## config.mk

```make
export PLATFORM = sky130hd
export DESIGN_NAME = bw_mac_accum
export DESIGN_NICKNAME = d
export VERILOG_FILES = /design/src/rtl/bw_mac_accum.sv
export SDC_FILE = /design/constraint.sdc
export NUM_CORES = 1
export LEC_CHECK = 0
export BUFFER_PORTS_ARGS = -buffer_cell sky130_fd_sc_hd__buf_2
export CAP_MARGIN = 30
export CORE_MARGIN = 4
export CORE_UTILIZATION = 58
export DETAILED_ROUTE_END_ITERATION = 10
export PLACE_DENSITY_LB_ADDON = 0.25
export SETUP_SLACK_MARGIN = 0.5
export SLEW_MARGIN = 20
export SYNTH_ARGS = -nofsm -noshare
export SYNTH_HDL_FRONTEND = slang
export SYNTH_SLANG_ARGS = --single-unit
```

## constraint.sdc

```tcl
create_clock -name clk -period 6.2 [get_ports clk]
set_clock_uncertainty 0.2 [all_clocks]
set_input_delay 0.62 -clock clk [delete_from_list [all_inputs] [get_ports clk]]
set_output_delay 0.62 -clock clk [all_outputs]
set_load 0.005 [all_outputs]
```

## src/rtl/bw_mac_accum.sv

```systemverilog
// -----------------------------------------------------------------------------
// bw_mac_accum
//
// Accumulates a group of signed products (as produced by multiplierMxN) into
// a signed sum. It also counts the products in the group and flags any
// signed overflow. A product with in_last set closes the group. The result
// is held until the downstream block accepts it, then everything clears for
// the next group.
//
// Build option:
//   BW_MAC_ACCUM_SAT_EN  defined   -> when an add overflows, the accumulator
//                                     clamps to the signed max or min, and
//                                     later products add to the clamped value.
//                        undefined -> the accumulator wraps modulo 2^ACC_W.
//   out_ovf is reported in both builds.
//
// State table:
//   state | meaning
//   ------+------------------------------------------------
//   IDLE  | no products held, waiting for the first one
//   ACC   | at least one product held, group still open
//   DONE  | result held on out_*, waiting for out_ready
//
// Parameters:
//   PROD_W     signed product width (default 10)
//   ACC_W      signed accumulator width, must exceed PROD_W (default 16)
//
// Ports:
//   clk        clock, rising edge
//   rst        synchronous active-high reset
//   prod_in    signed product
//   in_valid   prod_in is valid
//   in_last    last product of the group (qualified by in_valid)
//   in_ready   a product can be accepted this cycle
//   out_data   signed group sum
//   out_count  products in the group, saturating at 255
//   out_ovf    sticky signed-overflow flag for the group
//   out_valid  out_data/out_count/out_ovf are valid
//   out_ready  downstream accepts the result
// -----------------------------------------------------------------------------
module bw_mac_accum #(
    parameter int PROD_W = 10,
    parameter int ACC_W  = 16
) (
    input  logic              clk,
    input  logic              rst,
    input  logic [PROD_W-1:0] prod_in,
    input  logic              in_valid,
    input  logic              in_last,
    output logic              in_ready,
    output logic [ACC_W-1:0]  out_data,
    output logic [7:0]        out_count,
    output logic              out_ovf,
    output logic              out_valid,
    input  logic              out_ready
);

    typedef enum logic [1:0] {
        IDLE = 2'd0,
        ACC  = 2'd1,
        DONE = 2'd2
    } state_t;

    state_t state;
    state_t state_nxt;

    logic              in_fire;
    logic              out_fire;
    logic [ACC_W-1:0]  acc;
    logic [ACC_W-1:0]  prod_ext;
    logic [ACC_W-1:0]  sum_raw;
    logic [ACC_W-1:0]  acc_nxt;
    logic              ovf_now;
    logic [7:0]        count;
    logic              ovf;

    // in_ready depends only on state, so it never depends combinationally
    // on out_ready.
    assign in_fire  = in_valid && in_ready;
    assign out_fire = out_valid && out_ready;

    // state register
    always_ff @(posedge clk) begin
        if (rst) begin
            state <= IDLE;
        end else begin
            state <= state_nxt;
        end
    end

    // next-state logic
    always_comb begin
        state_nxt = state;
        case (state)
            IDLE: begin
                if (in_fire) begin
                    state_nxt = in_last ? DONE : ACC;
                end
            end
            ACC: begin
                if (in_fire && in_last) begin
                    state_nxt = DONE;
                end
            end
            DONE: begin
                if (out_fire) begin
                    state_nxt = IDLE;
                end
            end
            default: state_nxt = IDLE;
        endcase
    end

    // control outputs
    always_comb begin
        in_ready  = 1'b0;
        out_valid = 1'b0;
        case (state)
            IDLE, ACC: in_ready  = 1'b1;
            DONE:      out_valid = 1'b1;
            default: begin
                in_ready  = 1'b0;
                out_valid = 1'b0;
            end
        endcase
    end

    // Signed add. The add overflows only when both operands have the same
    // sign and the result's sign is different.
    assign prod_ext = {{(ACC_W-PROD_W){prod_in[PROD_W-1]}}, prod_in};
    assign sum_raw  = acc + prod_ext;
    assign ovf_now  = (acc[ACC_W-1] == prod_ext[ACC_W-1]) &&
                      (sum_raw[ACC_W-1] != acc[ACC_W-1]);

`ifdef BW_MAC_ACCUM_SAT_EN
    localparam logic [ACC_W-1:0] ACC_MAX = {1'b0, {(ACC_W-1){1'b1}}};
    localparam logic [ACC_W-1:0] ACC_MIN = {1'b1, {(ACC_W-1){1'b0}}};

    // The clamp direction follows the shared operand sign.
    always_comb begin
        acc_nxt = sum_raw;
        if (ovf_now) begin
            acc_nxt = acc[ACC_W-1] ? ACC_MIN : ACC_MAX;
        end
    end
`else
    assign acc_nxt = sum_raw;
`endif

    // datapath registers
    always_ff @(posedge clk) begin
        if (rst) begin
            acc   <= '0;
            count <= '0;
            ovf   <= 1'b0;
        end else if (out_fire) begin
            acc   <= '0;
            count <= '0;
            ovf   <= 1'b0;
        end else if (in_fire) begin
            acc   <= acc_nxt;
            count <= (count == 8'hFF) ? count : count + 8'd1;
            ovf   <= ovf | ovf_now;
        end
    end

    // In DONE no product can be accepted, so these registers hold steady
    // until the result is taken.
    assign out_data  = acc;
    assign out_count = count;
    assign out_ovf   = ovf;

endmodule

```

==> results of run 1 <==
## cell usage in the layout (no fill, tap or decap), drive strengths merged, types with 2 or more instances in the layout
master,instances
a211o,2
a211oi,4
a21o,7
a21oi,23
and3,5
buf,42
clkbuf,4
dfxtp,27
ha,16
inv,5
mux2i,4
nand2,26
nand3,12
nand4,7
nand4b,2
nor2,16
nor2b,3
nor3,7
o211ai,3
o21ai,9
o21bai,3
or3,2
xnor2,4
xor2,9
## report_power, final
part           internal [uW]  switching, uW  leakage, uW
logic                   74.3           88.6     0.000724
registers                190           13.4     0.000221
clock network           25.2           52.5    0.0000150
## worst paths after layout
path                            startpoint      endpoint  cells past startpoint
worst max-delay path            prod_in[0]  out_data[10]                      9
worst min-delay path               out_ovf       out_ovf                      2
worst max register to register    state[1]  out_data[15]                      6
worst min register to register     out_ovf       out_ovf                      2
## layer usage
metal	vias up	part of all wire	global-route usage
li1	883	-	-
met1	790	0.49	0.292
met2	36	0.47	0.330
met3	4	0.037	0.0264
met4	0	0.0073	0.0512
met5	-	0	0
## critical path, stage by stage
cell	delay [ns]
buf_2	0.10
ha_1	0.23
fa_1	0.42
a21oi_1	0.23
nor3_1	0.10
or2_1	0.26
a21o_1	0.18
a211oi_1	0.23
o21ai_1	0.10
## registers in the layout (all words and copies together) (netlist names)
| signal | cells |
|---|---|
| out_data | 16 |
| out_count | 8 |
| state | 2 |
| out_ovf | 1 |
## cell families (layout without fill, tap and decap cells)
family,after synthesis,in the layout,share of synthesized area
simple gates,86,86,0.238
xor+xnor,13,13,0.0626
flops,27,27,0.297
mux,4,4,0.0220
buf+inv,12,51,0.0378
compound gates,59,59,0.221
fa+ha+maj,17,17,0.121
## per-stage QoR
stage          setup slack [ns]  std cells
2_1_floorplan              3.66        218
3_3_place_gp               3.47        296
3_5_place_dp               3.43        296
4_1_cts                    3.75        300
5_1_grt                    3.55        301
6_report                   3.76        301
## cell type report
class                      instances  area, um2
inverter                           5       18.8
tap                               44       55.1
sequential                        27        541
multi-input combinational        179       1210
clock buffer                       4       26.3
fill                             285        965
timing repair buffer              42        213
==> key figures, run 1 <==
Run status
  – Outcome: completed

Job
  – Max cap viols: 0

GRT
  – Initial antenna violation count: 0
  – First-pass GRT wire length: between 6000 and 7000 um
  – GRT Resource Usage Total: 0.207
  – Vias in the first global route: 1532
  – Global route overflow: 0
  – Largest net degree at the start of global routing: 28

Timing
  – Tcrit/Tclk final: 0.393
  – Tmin final: 2.44 ns
  – Hold_ws: around 0.25 ns
  – Worst Max-Slew Pin Slew: roughly 0.91 ns
  – Max Clk Rate: 410 MHz
  – Slew Viols, Final: 0
  – Worst rel slew slack: 0.390
  – Fin Setup TNS: 0 ns
  – Hold Violations, Final: 0
  – Unrepaired setup endpoints after global routing: false
  – Final setup viols: 0

Critical path
  – R2r setup slk: 3.76 ns
  – Worst-path maximum fanout: 3
  – WP data required: 6.23 ns
  – CP Launch Type: input port
  – CP Class: in2reg
  – Arrival @ worst endpoint: 2.47 ns
  – Critical Path Sink Type: flop

Synthesis
  – Most numerous cell in the Yosys netlist: dfxtp_1
  – Ys async rst share: 0
  – Cells after synthesis: 218
  – Primary FF master, synth: dfxtp_1
  – Post-Syn Area: 1820 um2
  – Register area share after synthesis: 0.297
  – Avg Synthesized Cell Area: ~8.3 um2
  – Top post-synthesis cells by area: dfxtp_1 30%, ha_1 11%, a21oi_1 6.3%
  – EDFF count, synth: 0
  – Library cells used by synthesis: 48
  – Synth cell count leaders: 27 x dfxtp_1, 26 x nand2_1, 23 x a21oi_1, 16 x ha_1, 15 x nor2_1
  – Share of the synthesized area in the top cell type: 0.297
  – Most area-hungry cell type in the Yosys netlist: dfxtp_1
  – Yosys warning total: 0
  – Syn Nets: 250
  – Synth Register Bits: 27

Clock tree
  – TritonCTS clock tree: yes
  – Clock-pin slew on the worst setup and hold paths: 0.15 ns
  – Maximum clock path buffer count: 2
  – CTS Buf Count: 3
  – Setup Buffers After CTS: 0
  – Clk Tree Root Cell: clkbuf_4
  – H-tree depth: 1
  – Post-CTS Resized: 0
  – Hold-fix buffers at CTS: 0
  – Clock sink total: 27
  – Clk_lat worst skew: approximately 0.32 ns

Die
  – Die H: 64.0 um
  – Starting Density: 0.601
  – Core ar.: 3030 um2
  – Site Rows: 20
  – Io pins: 42
  – Die W: 64.0 um
  – Die area: 4100 um2

Route
  – First-pass iteration count of the detailed router: 4
  – Initial detailed-routing violation count: 76
  – Post-DR wirelength/cell: between 10 and 15 um
  – Via Count: 1713
  – Final WL: roughly 4000 um
  – Drt drc: 0
  – Via density: around 5.7
  – Antenna-violating nets left: 0

Placement
  – Dpl cell area: 2030 um2
  – PortBufs: 41
  – Gpl congestion: 0.807
  – Post-DP HPWL: a little under 3000 um

Power and ir drop
  – Pleak: roughly 0.00096 uW
  – PD cells: 215 nW/um2
  – VDD IR-drop max: 114 uV
  – Tot Pwr: 444 uW

Layout
  – Area Growth Syn to Fin: 13.4%
  – Util after Layout: 0.681
  – Design area: approximately 2100 um2
  – Final nets: 290
  – Diode count: 0
  – Proportion of layout cells with a drive suffix above 1: 0.218

Hold path
  – Hold Path Class: reg2reg
No activity file was read; power rests on OpenSTA's default activity.
==> inputs of run 2 (changes only) <==
--- a/config.mk
+++ b/config.mk
@@ -8,7 +8,7 @@
 export BUFFER_PORTS_ARGS = -buffer_cell sky130_fd_sc_hd__buf_2
 export CAP_MARGIN = 30
 export CORE_MARGIN = 4
-export CORE_UTILIZATION = 58
+export CORE_UTILIZATION = 48
 export DETAILED_ROUTE_END_ITERATION = 10
 export PLACE_DENSITY_LB_ADDON = 0.25
 export SETUP_SLACK_MARGIN = 0.5
==> constraint.sdc (replaced) <==
create_clock -name clk -period 2.2 [get_ports clk]
set_clock_uncertainty 0.2 [all_clocks]
set_input_delay 0.22 -clock clk [delete_from_list [all_inputs] [get_ports clk]]
set_output_delay 0.22 -clock clk [all_outputs]
set_load 0.005 [all_outputs]
==> run 2 against run 1 <==
  * Clock power grew to 4.1 times the previous value
  * Setup slack got worse by 3.6 ns
  * Non-clock buffer count is 29 higher
  * Global-route usage decreased by 1.1 points
  * Critical path depth decreased by 1
  * Design area up 25%
  * Worst hold slack worse by 0.19 ns
  * Power rose to 3.5 times the previous value
  * Critical endpoint unchanged
  * Via count up 9.2%
  * Combinational power rose to 3.9 times the previous value
  * Routed wire length is 18% higher
  * Register-to-register slack worse by 3.6 ns
==> key figures, run 2 (synthesis results as in run 1) <==
Route
  – Drt drc: 0 (unchanged)
  – Via Count: 1870 (was 1713)
  – Via density: 5.60 (was 5.69)
  – Initial detailed-routing violation count: 114 (was 76)
  – Post-DR wirelength/cell: 14.0 um (was 13.2 um)
  – Antenna-violating nets left: 0 (unchanged)
  – Final WL: 4680 um (was 3960 um)
  – First-pass iteration count of the detailed router: 4 (unchanged)

Hold path
  – Hold Path Class: in2reg (was reg2reg)
  – Worst hold start: out_ready (was out_ovf)

GRT
  – Largest net degree at the start of global routing: 18 (was 28)
  – Initial antenna violation count: 0 (unchanged)
  – First-pass GRT wire length: 7760 um (was 6890 um)
  – Busiest layer in global routing: met2 (unchanged)
  – GR Layer Usage met1: 0.238 (was 0.292)
  – Vias in the first global route: 1809 (was 1532)
  – Met2 Use GR: 0.331 (was 0.330)
  – M3 GR Usage: 0.0464 (was 0.0264)
  – GRT Resource Usage Total: 0.195 (was 0.207)
  – Global route overflow: 0 (unchanged)

Layout
  – Commonest non-fill, non-tap cell in the layout: buf_2 (unchanged)
  – Diode count: 0 (unchanged)
  – Design area: 2580 um2 (was 2060 um2)
  – Commonest cells after routing, fill and taps aside: 41 x buf_2, 25 x nand2_1, 25 x buf_4, 18 x a21oi_1, 14 x nor2_1 (was 41 x buf_2, 27 x dfxtp_1, 26 x nand2_1, 23 x a21oi_1, 16 x ha_1)
  – Final nets: 319 (was 290)
  – Largest register FFs: 16 (unchanged)
  – Util after Layout: 0.706 (was 0.681)
  – Proportion of layout cells with a drive suffix above 1: 0.437 (was 0.218)
  – Area Growth Syn to Fin: 42.0% (was 13.4%)

Critical path
  – CP max stage cell: dfxtp_2 (was fa_1)
  – FF-to-FF Start: out_data[0] (was state[1])
  – Worst-path maximum fanout: 3 (unchanged)
  – Critical path cell sequence: ha_4 > fa_2 > a21oi_2 > nor3_2 > or2_1 > a21o_1 > a211oi_2 > o21ai_1 (was buf_2 > ha_1 > fa_1 > a21oi_1 > nor3_1 > or2_1 > a21o_1 > a211oi_1 > o21ai_1)
  – CP peak stage delay: 0.35 ns (was 0.42 ns)
  – Arrival @ worst endpoint: 2.06 ns (was 2.47 ns)
  – WP data required: 2.19 ns (was 6.23 ns)
  – Critical Path Sink Type: flop (unchanged)
  – Crit path launch: out_data[0] (was prod_in[0])
  – CP Launch Type: flop (was input port)
  – CP Class: reg2reg (was in2reg)

Power and ir drop
  – Clock Power Share: 0.209 (was 0.175)
  – Internal power: 1010 uW (was 289 uW)
  – Register share of total power: 0.383 (was 0.458)
  – VDD IR-drop max: 356 uV (was 114 uV)
  – Switching Fraction: 0.348 (about the same)
  – Comb power frac: 0.409 (was 0.367)
  – Net Sw Power: 536 uW (was 155 uW)
  – Pleak: 0.00112 uW (was 0.000960 uW)
  – PD cells: 597 nW/um2 (was 215 nW/um2)

Timing
  – Slew Viols, Final: 0 (unchanged)
  – Worst rel slew slack: 0.698 (was 0.390)
  – Final setup viols: 0 (unchanged)
  – Hold Violations, Final: 0 (unchanged)
  – Worst Max-Slew Pin Slew: 0.442 ns (was 0.912 ns)
  – Max Clk Rate: roughly 490 MHz
  – Unrepaired setup endpoints after global routing: true (was false)
  – Tmin final: 2.06 ns
  – Tcrit/Tclk final: 0.937
  – Hold_ws: 0.0602 ns (was 0.253 ns)

Clock tree
  – Maximum clock path buffer count: 2 (unchanged)
  – H-tree depth: 1 (unchanged)
  – Clk_lat worst skew: 0.29 ns (was 0.32 ns)
  – Clk Tree Root Cell: clkbuf_8 (was clkbuf_4)
  – Clock-pin slew on the worst setup and hold paths: 0.11 ns (was 0.15 ns)
  – CTS Buf Count: 3 (unchanged)
  – Clock sink total: 27 (unchanged)
  – TritonCTS clock tree: yes (unchanged)

Run status
  – Outcome: completed (unchanged)

Die
  – Core ar.: 3660 um2 (was 3030 um2)
  – Site Rows: 22 (was 20)
  – Starting Density: 0.497 (was 0.601)
  – Die W: 69.6 um (was 64.0 um)
  – Die H: 69.6 um (was 64.0 um)
  – Io pins: 42 (unchanged)
  – Die area: 4840 um2 (was 4100 um2)

Placement
  – PortBufs: 41 (unchanged)
  – Gpl congestion: 0.851 (was 0.807)
  – Dpl cell area: 2200 um2 (was 2030 um2)
  – Post-DP HPWL: 3280 um (was 2900 um)

Job
  – Max cap viols: 0 (unchanged)
-- run 2: changes by cell type in the layout (fill, tap and decap cells not counted), sizes merged --
cell,previous run,this run
buf,42,68
inv,5,6
dlygate4sd3,0,3
clkbuf,4,3
-- run 2: cell type report --
cell class	count	area [um2]
inverters	5	18.8
clock inverters	1	8.76
fillers	289	1080
multi-input cells	179	1440
well taps	48	60.1
repair buffers	71	445
flip-flops and latches	27	566
clock buffers	3	41.3
-- run 2: stage by stage --
stage,worst slack [ns],power [uW],setup TNS (ns),cells
6_report,0.138,1540,0,334
5_1_grt,0.0532,1650,0,334
4_1_cts,0.154,1510,0,332
3_5_place_dp,-0.00261,1100,-0.00261,309
3_3_place_gp,0.0503,1090,0,309
2_1_floorplan,0.154,950,0,218
-- run 2: timing repair --
action                                  in CTS  in global routing
hold buffers                                 4                  0
endpoints found under the setup margin      15                 21
buffers inserted                            15                  3
hold endpoints to repair                     2                  0
gates cloned                                 0                  0
resized for setup                           17                 21
pin swaps                                   15                 17
-- run 2: final timing paths --
path	to	slack, ns	depth (start not counted)
setup / recovery	out_data[10]	0.14	8
hold / removal	state[1]	0.06	4
setup reg to reg	out_data[10]	0.14	8
hold reg to reg	out_ovf	0.24	2
-- run 2: power groups by stage --
| stage | registers (uW) | logic [uW] | clock network, uW |
|---|---|---|---|
| 6_report | 590 | 630 | 322 |
| 5_1_grt | 597 | 692 | 357 |
| 4_1_cts | 587 | 588 | 332 |
| 3_5_place_dp | 592 | 505 | 0 |
| 3_3_place_gp | 590 | 498 | 0 |
| 2_1_floorplan | 591 | 359 | 0 |
-- run 2: critical path, delay by kind of cell (launching register included) --
family                   cells  cell delay, ns
AO/OA/AOI/OAI                4            0.59
adder cells (fa/ha/maj)      2            0.51
flip-flops                   1            0.35
AND/OR/NAND/NOR              2            0.31
-- run 2: layer usage --
metal,wire (um),vias up,share of wire
li1,-,947,-
met4,82,0,0.018
met1,2140,871,0.46
met3,259,7,0.055
met2,2200,45,0.47
met5,0,-,0
==> inputs of run 3 (changes only) <==
--- a/config.mk
+++ b/config.mk
@@ -8,7 +8,7 @@
 export BUFFER_PORTS_ARGS = -buffer_cell sky130_fd_sc_hd__buf_2
 export CAP_MARGIN = 30
 export CORE_MARGIN = 4
-export CORE_UTILIZATION = 48
+export CORE_UTILIZATION = 43
 export DETAILED_ROUTE_END_ITERATION = 10
 export PLACE_DENSITY_LB_ADDON = 0.25
 export SETUP_SLACK_MARGIN = 0.5
==> run 3 against run 2 <==
  * Via count is 1.3% lower
  * Register-to-register slack better by 0.02 ns
  * Combinational power is 1% higher
  * Die area is 10% higher
  * Power is 1.4% lower
  * Sequential power hardly changed
  * Clock-buffer cell count stayed put
  * Critical endpoint is now out_data[15]
  * Largest cell class unchanged
  * Highest routed layer unchanged
==> key figures, run 3 (synthesis results as in run 1) <==
Timing
  – Fin Setup TNS: 0 ns (unchanged)
  – Slew Viols, Final: 0 (unchanged)
  – Worst rel slew slack: 0.696 (was 0.698)
  – Max Clk Rate: 490 MHz (was 485 MHz)
  – Worst Max-Slew Pin Slew: 0.452 ns (was 0.442 ns)
  – Tcrit/Tclk final: 0.927 (was 0.937)
  – Unrepaired setup endpoints after global routing: true (unchanged)
  – Tmin final: 2.04 ns (was 2.06 ns)
  – Hold Violations, Final: 0 (unchanged)
  – Final setup viols: 0 (unchanged)

Critical path
  – CP Class: reg2reg (unchanged)
  – CP Launch Type: flop (unchanged)
  – FF-to-FF Start: out_data[1] (was out_data[0])
  – Critical Path Sink Type: flop (unchanged)
  – R2r setup slk: 0.16 ns (was 0.14 ns)
  – FF-to-FF path depth: 7 (was 8)
  – WP data required: 2.17 ns (was 2.19 ns)
  – Arrival @ worst endpoint: 2.01 ns (was 2.06 ns)
  – Worst r2r dst: out_data[15] (was out_data[10])
  – Critical Path Sink: out_data[15] (was out_data[10])
  – Worst-path maximum fanout: 7 (was 3)
  – Crit path launch: out_data[1] (was out_data[0])

Power and ir drop
  – Switching Fraction: 0.341 (was 0.348)
  – VDD IR-drop max: 351 uV (was 356 uV)
  – Pleak: 0.00113 uW (was 0.00112 uW)
  – Internal power: 1000 uW (was 1010 uW)
  – Register share of total power: 0.388 (was 0.383)
  – Clock Power Share: 0.191 (was 0.209)
  – Tot Pwr: 1520 uW (was 1540 uW)
  – PD cells: 582 nW/um2 (was 597 nW/um2)
  – Comb power frac: 0.421 (was 0.409)
  – Net Sw Power: 518 uW (was 536 uW)

Placement
  – Post-DP HPWL: 3210 um (was 3280 um)
  – PortBufs: 41 (unchanged)
  – Gpl congestion: 0.780 (was 0.851)

GRT
  – Vias in the first global route: 1746 (was 1809)
  – Largest net degree at the start of global routing: 16 (was 18)
  – Global route overflow: 0 (unchanged)
  – GRT Resource Usage Total: 0.176 (was 0.195)
  – First-pass GRT wire length: 7590 um (was 7760 um)
  – Initial antenna violation count: 0 (unchanged)

Layout
  – Proportion of layout cells with a drive suffix above 1: 0.457 (was 0.437)
  – Commonest non-fill, non-tap cell in the layout: buf_2 (unchanged)
  – Multi-input gate area: 1460 um2 (was 1440 um2)
  – Commonest cells after routing, fill and taps aside: 41 x buf_2, 30 x buf_4, 25 x nand2_1, 14 x nor2_1 (was 41 x buf_2, 25 x nand2_1, 25 x buf_4, 18 x a21oi_1, 14 x nor2_1)
  – Fillers: 331 (was 289)
  – Final nets: 322 (was 319)
  – Area Growth Syn to Fin: 43.5% (was 42.0%)
  – Diode count: 0 (unchanged)
  – Largest register FFs: 16 (unchanged)
  – Register area: 566 um2 (unchanged)

Clock tree
  – TritonCTS clock tree: yes (unchanged)
  – Clk Tree Root Cell: clkbuf_8 (unchanged)
  – H-tree depth: 1 (unchanged)
  – Clock-pin slew on the worst setup and hold paths: 0.10 ns (was 0.11 ns)
  – Clock sink total: 27 (unchanged)
  – Clk_lat worst skew: 0.27 ns (was 0.29 ns)
  – CTS Buf Count: 3 (unchanged)
  – Maximum clock path buffer count: 2 (unchanged)

Die
  – Starting Density: 0.448 (was 0.497)
  – Die W: 73.0 um (was 69.6 um)
  – Die H: 73.0 um (was 69.6 um)
  – Site Rows: 23 (was 22)
  – Io pins: 42 (unchanged)
  – Core ar.: 4060 um2 (was 3660 um2)
  – Die area: 5340 um2 (was 4840 um2)

Hold path
  – Hold Path Class: in2reg (unchanged)

Route
  – Drt drc: 0 (unchanged)
  – First-pass iteration count of the detailed router: 4 (unchanged)
  – Post-DR wirelength/cell: 13.8 um (was 14.0 um)
  – Antenna-violating nets left: 0 (unchanged)
  – Final WL: 4670 um (was 4680 um)
  – Via density: 5.44 (was 5.60)
  – Via Count: 1845 (was 1870)
  – Initial detailed-routing violation count: 81 (was 114)

Run status
  – Outcome: completed (unchanged)

Job
  – Max cap viols: 0 (unchanged)
==> run 3: worst min path at each step <==
stage	startpoint	end	slack, ns	depth (start not counted)
2_1_floorplan	rst	state[1]	0.09	1
3_3_place_gp	out_ovf	out_ovf	0.22	2
3_5_place_dp	out_ovf	out_ovf	0.23	2
4_1_cts	in_valid	state[0]	0.04	3
5_1_grt	out_ready	state[1]	0.09	4
6_report	out_ready	state[1]	0.05	4
==> run 3: metal layers <==
metal | vias up | track usage | wire (um)
met2 | 43 | 0.312 | 2370
met1 | 855 | 0.224 | 2120
met3 | 2 | 0.0207 | 163
met4 | 0 | 0.0430 | 25
li1 | 945 | - | -
met5 | - | 0 | 0
==> run 3: critical path: stages (launching register included) <==
cell and delay (ns):
dfxtp_4 0.38, ha_4 0.27, a211oi_2 0.07, o211a_4 0.28, o21bai_4 0.23, a211o_1 0.16
nand4_1 0.09, a311o_1 0.27
==> run 3: cell type report <==
class	instances	share of cell area
timing repair buffer	74	0.176
multi-input combinational	179	0.558
clock buffer	3	0.0158
inverter	5	0.00719
tap	50	0.0240
sequential	27	0.217
clock inverter	1	0.00192
==> run 3: through the flow <==
step / instance area [um2] / instances / hold WS, ns / worst slack (ns) / util
CTS: 2520 / 335 / 0.0407 / 0.163 / 0.621
finish: 2610 / 339 / 0.0477 / 0.161 / 0.643
detailed placement: 2220 / 314 / 0.226 / 0.0531 / 0.548
global route: 2610 / 339 / 0.0920 / 0.0522 / 0.643
global placement: 2220 / 314 / 0.221 / 0.0807 / 0.548
floorplan: 1910 / 218 / 0.0924 / 0.154 / -
==> run 3: timing repair <==
| action | in CTS | in global routing |
|---|---|---|
| hold endpoints to repair | 2 | 0 |
| hold buffers | 3 | 0 |
| pin swaps | 21 | 13 |
| gates resized for setup | 22 | 17 |
| buffers inserted | 14 | 4 |
| setup endpoints to repair | 15 | 22 |
==> run 3: power groups by stage <==
stage / clock network (uW) / registers, uW / logic, uW
3_3_place_gp: 0 / 591 / 505
5_1_grt: 319 / 596 / 706
4_1_cts: 305 / 590 / 600
6_report: 290 / 590 / 639
3_5_place_dp: 0 / 594 / 509
2_1_floorplan: 0 / 591 / 359
